`src/rtl/vram_write_arbiter.sv`:
```
// Two-requester arbiter for the byte-wide VRAM write port: serialises the 16-bit address
// high byte first, then pulses the write enable. Define VRAM_ARB_ROUND_ROBIN_EN for round-robin ties.
module vram_write_arbiter #(
  parameter logic [15:0] VRAM_START_ADDRESS = 16'hE8A5,
  parameter logic [15:0] VRAM_SIZE          = 16'h175B
) (
  input  logic        clk,
  input  logic        reset,
  input  logic        req0,
  input  logic [15:0] addr0,
  input  logic [7:0]  data0,
  output logic        ack0,
  output logic        err0,
  input  logic        req1,
  input  logic [15:0] addr1,
  input  logic [7:0]  data1,
  output logic        ack1,
  output logic        err1,
  output logic        vram_wr_en,
  output logic [7:0]  vram_wr_addr,
  output logic [7:0]  vram_wr_data,
  output logic        busy
);

  typedef enum logic [2:0] {IDLE, ADDR_HI, ADDR_LO, WRITE, REJECT} state_t;

  // 17-bit end so a window reaching the top of the address space includes 16'hFFFF
  localparam logic [16:0] VRAM_END = {1'b0, VRAM_START_ADDRESS} + {1'b0, VRAM_SIZE};

  state_t      state, state_nx;
  logic [15:0] addr_q, addr_nx;
  logic [7:0]  data_q, data_nx;
  logic        gnt_q, gnt_nx;
  logic        pick_valid, pick_id;
  logic [15:0] pick_addr;
  logic        pick_ok;

`ifdef VRAM_ARB_ROUND_ROBIN_EN
  logic last_q;

  always_ff @(posedge clk or posedge reset) begin
    if (reset) last_q <= 1'b1;
    else if (pick_valid) last_q <= pick_id;
  end
`endif

  always_ff @(posedge clk or posedge reset) begin
    if (reset) begin
      state  <= IDLE;
      addr_q <= '0;
      data_q <= '0;
      gnt_q  <= 1'b0;
    end else begin
      state  <= state_nx;
      addr_q <= addr_nx;
      data_q <= data_nx;
      gnt_q  <= gnt_nx;
    end
  end

  // In WRITE only the requester not being acked may be granted
  always_comb begin
    pick_valid = 1'b0;
    pick_id    = 1'b0;
    case (state)
      IDLE: begin
        pick_valid = req0 | req1;
`ifdef VRAM_ARB_ROUND_ROBIN_EN
        pick_id = (req0 & req1) ? ~last_q : req1;
`else
        pick_id = req1 & ~req0;
`endif
      end
      WRITE: begin
        pick_valid = gnt_q ? req0 : req1;
        pick_id    = ~gnt_q;
      end
      default: ;
    endcase
    pick_addr = pick_id ? addr1 : addr0;
    pick_ok   = (pick_addr >= VRAM_START_ADDRESS) && ({1'b0, pick_addr} < VRAM_END);
  end

  always_comb begin
    state_nx     = state;
    addr_nx      = addr_q;
    data_nx      = data_q;
    gnt_nx       = gnt_q;
    vram_wr_en   = 1'b0;
    vram_wr_addr = '0;
    vram_wr_data = '0;
    ack0         = 1'b0;
    err0         = 1'b0;
    ack1         = 1'b0;
    err1         = 1'b0;
    busy         = (state != IDLE);

    case (state)
      ADDR_HI: begin
        vram_wr_addr = addr_q[15:8];
        state_nx     = ADDR_LO;
      end
      ADDR_LO: begin
        vram_wr_addr = addr_q[7:0];
        state_nx     = WRITE;
      end
      WRITE: begin
        vram_wr_en   = 1'b1;
        vram_wr_data = data_q;
        ack0         = ~gnt_q;
        ack1         = gnt_q;
        state_nx     = IDLE;
      end
      REJECT: begin
        ack0     = ~gnt_q;
        err0     = ~gnt_q;
        ack1     = gnt_q;
        err1     = gnt_q;
        state_nx = IDLE;
      end
      default: ;
    endcase

    if (pick_valid) begin
      addr_nx  = pick_addr;
      data_nx  = pick_id ? data1 : data0;
      gnt_nx   = pick_id;
      state_nx = pick_ok ? ADDR_HI : REJECT;
    end
  end

endmodule
```
`config.mk`:
```
export PLATFORM = sky130hd
export DESIGN_NAME = vram_write_arbiter
export DESIGN_NICKNAME = d
export VERILOG_FILES = /design/src/rtl/vram_write_arbiter.sv
export SDC_FILE = /design/constraint.sdc
export NUM_CORES = 1
export LEC_CHECK = 0
export CAP_MARGIN = 20
export CORE_UTILIZATION = 38
export CTS_CLUSTER_SIZE = 16
export DETAILED_ROUTE_END_ITERATION = 10
export PLACE_DENSITY = 0.76
export SLEW_MARGIN = 25
export SYNTH_ARGS = -nofsm -noshare
export SYNTH_HDL_FRONTEND = slang
export SYNTH_SLANG_ARGS = --single-unit
```
`constraint.sdc`:
```
create_clock -name clk -period 1.5 [get_ports clk]
set_clock_uncertainty 0.1 [all_clocks]
set_input_delay 0.3 -clock clk [delete_from_list [all_inputs] [get_ports clk]]
set_output_delay 0.3 -clock clk [all_outputs]
set_load 0.005 [all_outputs]
```
## After elaboration in Yosys (flattened, before gate mapping)

Index checks and enable logic that the tools add are counted.
W data, S select, Z words.

| word-level totals | value |
|---|---|
| bits in registers | 28 |
| bits of input ports | 52 |
| output and inout port bits | 22 |
| logic and storage cells | 32 |

| operators by class | value |
|---|---|
| order comparisons | 1 |
| equality and inequality tests | 4 |
| mux-type cells | 15 |
| bitwise gates (word level) | 4 |
| reductions and logical operators | 4 |

Operator list:

| cell | number |
|---|---|
| $ge A16 B16 Y1 const B | 1 |
| $mux W16 | 1 |
| $mux W8 | 2 |
| $pmux W8 S2 | 1 |
| $pmux W3 S3 | 1 |
| $eq A3 B2 Y1 const B | 2 |
| $mux W1 | 6 |
| $mux W3 | 2 |
| $pmux W1 S2 | 2 |
| $reduce_bool A4 Y1 | 1 |
| $eq A3 B1 Y1 const B | 1 |
| $eq A3 B3 Y1 const B | 1 |
| $logic_not A3 Y1 | 1 |
| $reduce_bool A3 Y1 | 1 |
| $not A1 Y1 | 2 |
| $reduce_or A2 Y1 | 1 |
| $and A1 B1 Y1 | 1 |
| $or A1 B1 Y1 | 1 |

## Logic depth before layout (Yosys ltp)

| depth | value |
|---|---|
| depth after elaboration | 7 |
| gate-level depth with buffers | 7 |

## Worst setup path before layout

OpenSTA, ideal clock, no wires.

| path | value |
|---|---|
| path type | register to register |
| from | reg state[2] |
| to | reg gnt_q |
| arrival time | 1.432 ns |
| path slack | -0.157 ns |
| stages on the path, launching flop included | 5 |
| path buffers | 1 |
| period minus slack after synthesis | 1.657 ns |
| path through | dfrtp_1 buf_2 or2_1 o32ai_4 mux2_2 |

| on the way | value |
|---|---|
| cells in the longest elaborated chain, start to end | 2 |

RTL lines:

| element | RTL line | RTL |
|---|---|---|
| start: declaration | 30 | `state_t state, state_nx;` |
| start signal: assignment | 54 | `state <= state_nx;` |
| $eq A3 B2 Y1 or $logic_not A3 Y1 (tied branches) | 65 | `case (state)` |
| $pmux W1 S2 | 65 |  |
| end signal: assignment | 57 | `gnt_q <= gnt_nx;` |
| end: declaration | 33 | `logic gnt_q, gnt_nx;` |

Several ways; a longest one is shown, not always the timed one.
A chain may end at the register's enable or synchronous reset.

## Worst setup path in the final report

| path | value |
|---|---|
| from | reg state[1] |
| to | out vram_wr_data[2] |

| on the way | value |
|---|---|
| cells in the longest elaborated chain, start to end | 2 |

RTL lines:

| element | RTL line | RTL |
|---|---|---|
| $eq A3 B2 Y1 | 98 | `case (state)` |
| $mux W8 | 98 |  |
| end: declaration | 21 | `output logic [7:0] vram_wr_data,` |

Every way passes these cells.

==> out/metrics.yaml <==
status: "complete, but fails checks"
violations: "setup timing"
fin_nets: 349
path_clk_slew_ns: 0.10
synth_largest_area_cell: "dfrtp_1"
setup-tns-final_ns: -19.82
setup_violations: 49
power.density_nw_per_um2: 1850
critPathMaxStageDelay_ns: 0.46
die-area_um2: 4890
gp_congestion: 0.839
syn_area_um2: 1750
timing.rr.end: "addr_q[11]$_DFFE_PP0P_"
wirelength_um: 5500
drt.antenna.violating_nets: 0
drive_gt1_frac: 0.378
start_kind: "flop"
root_buffer: "clkbuf_8"
stdcell_area_um2: 3060
r2r-start: "state[1]$_DFFE_PP0P_"
worstSkewPairLatency_ns: 0.28
routed_via_density: 5.08
final_cells: 348
wl_per_cell_um: 15.8
ir_worst_vdd_mv: 0.732
cp.arrival_ns: 1.62
cp-startpoint: "state[1]$_DFFE_PP0P_"
placed_cells: 323
insertedDiodeCount: 0
grt_pass1_vias: 1807
required_ns: 1.10
grt_usage: 0.219
layout_common_cells: "clkdlybuf4s50_1, nor2_1, buf_4, dfrtp_1, a21oi_1"
postSynthCellCount: 183
antenna_found_initial: 0
cts_tree: "done"
cp_max_fo: 5
cts_buffer_depth: 2
slew_viol_final: 0
seq_area_frac_synth: 0.400
drc: 0
power_mw: 5.64
num_rows: 24
dp_slack_ns: -0.539
rsz0062_at_grt: "true"
period_share: 1.35
io_pins: 74
cts_buffers: 3
drt-pass1-iter-count: 4
drt_iter0_markers: 96
yosys-top-cells-area: "dfrtp_1, mux2i_1, a21oi_1, nor2_1, a22oi_1"
syn_area_per_cell_um2: 9.58
endpoint_kind: "output pin"
cap_violations: 0
synth_seq_cells: 28
tightest_slew_ns: 0.354
leakagePower_nw: 1.40
crit_slowest_cell: "dfrtp_2"
final_core_util: 0.697
synth_nets: 235
gr-total-overflow: 0
reg2reg_slack_ns: -0.46
holdWs_ns: 0.232
cts_hold_buf: 0
layout.cells.most_common: "clkdlybuf4s50_1"
dp.final_hpwl_um: 3710
yosys_warnings: 0
path_cells: "buf_6 > nand3b_1 > clkinvlp_4 > buf_6 > and2_4 > buf_6"
path_common_cell: "buf_6"
crit_buf_inv: 4
grt_pass1_wl_um: 8550
crit_cells: 6
placement.io_buffers: 73
cts_sinks: 28
path_class: "reg -> out"
die_w_um: 69.9
synth_top_area_share: 0.400
htreeDepth: 1
yosysUniqueCellTypes: 37
rr_worst_depth: 7
die_h_um: 69.9
coreArea_um2: 4380
worst_slack_ns: -0.523
initial_utilization: 0.400
slew_headroom: 0.764
post-route-min-period_ns: 2.02
via_count: 1768
grt_max_degree: 29
cp_top_family: "buffers and inverters"
postPlaceCellArea_um2: 2720
areaGrowthSynthToFinish_pct: 74.3
max_freq_mhz: 494
hold_viol: 0
critPathCapture: "vram_wr_data[2]"
holdCritPathClass: "in -> async"
[cell families (layout without fill, tap and decap cells)]
| kind of cell | count (synthesis) | count (layout) | share of synthesized area |
|---|---|---|---|
| multiplexers | 27 | 27 | 0.155 |
| flip-flops | 28 | 28 | 0.400 |
| XOR/XNOR | 1 | 1 | 0.00500 |
| AO/OA/AOI/OAI | 50 | 50 | 0.198 |
| AND/OR/NAND/NOR | 61 | 61 | 0.176 |
| buffers and inverters | 16 | 129 | 0.0664 |
[flip-flops by register name (all words and copies together) (netlist names)]
register	flops
state	3
data_q	8
gnt_q	1
addr_q	16
[cell usage after synthesis, drive strengths merged]
cell / number
nor4b: 1
o32ai: 1
or3: 1
o311ai: 1
o21ba: 1
a21oi: 27
o2111ai: 1
nor3: 2
mux2i: 26
clkbuf: 3
inv: 2
o21bai: 1
o32a: 1
or2: 1
xnor2: 1
nor2: 36
and2: 8
dfrtp: 28
nor2b: 4
o31ai: 1
a22oi: 8
and3: 3
mux2: 1
o21ai: 2
a31o: 1
nand2b: 2
nand3b: 1
and3b: 1
nand2: 1
o211ai: 4
buf: 11
o31a: 1
[worst min-delay path, stage by stage]
cell and delay [ns]:
clkdlybuf4s50_1 0.39, inv_1 0.09, buf_12 0.20
[report_power, final]
group | leakage, nW | switching, mW | internal [mW]
Combinational | 1.06 | 1.62 | 2.10
Clock | 0.0288 | 0.253 | 0.236
Sequential | 0.311 | 0.292 | 1.14
Total | 1.40 | 2.16 | 3.47
[how the worst min path moves through the flow]
stage	start	end	slack, ns
CTS	reset	addr_q[9]$_DFFE_PP0P_	0.25
detailed placement	data_q[3]$_DFFE_PP0P_	data_q[3]$_DFFE_PP0P_	0.41
finish	reset	addr_q[2]$_DFFE_PP0P_	0.23
global placement	data_q[3]$_DFFE_PP0P_	data_q[3]$_DFFE_PP0P_	0.41
floorplan	reset	addr_q[0]$_DFFE_PP0P_	0.27
global route	reset	data_q[7]$_DFFE_PP0P_	0.27
[what timing repair did]
action,4_1_cts,5_1_grt
cloned,2,0
resized for setup,120,21
buffers inserted,14,6
pin swaps,29,21
setup endpoints to repair,49,49
[metal layers]
metal	wire, µm	global-route usage
met5	0	0
met3	211	0.0216
met1	2280	0.278
met2	2970	0.402
met4	38	0.0422
[area by class of cell]
cell class / count / area [µm²]
clock buffer: 4 / 55.1
fill: 349 / 1330
timing repair buffer: 122 / 1140
timing repair inverter: 1 / 7.51
inverter: 2 / 7.51
tap: 52 / 65.1
multi-input combinational: 139 / 1080
sequential: 28 / 703
Note: power is estimated with default switching activity, not from simulation.
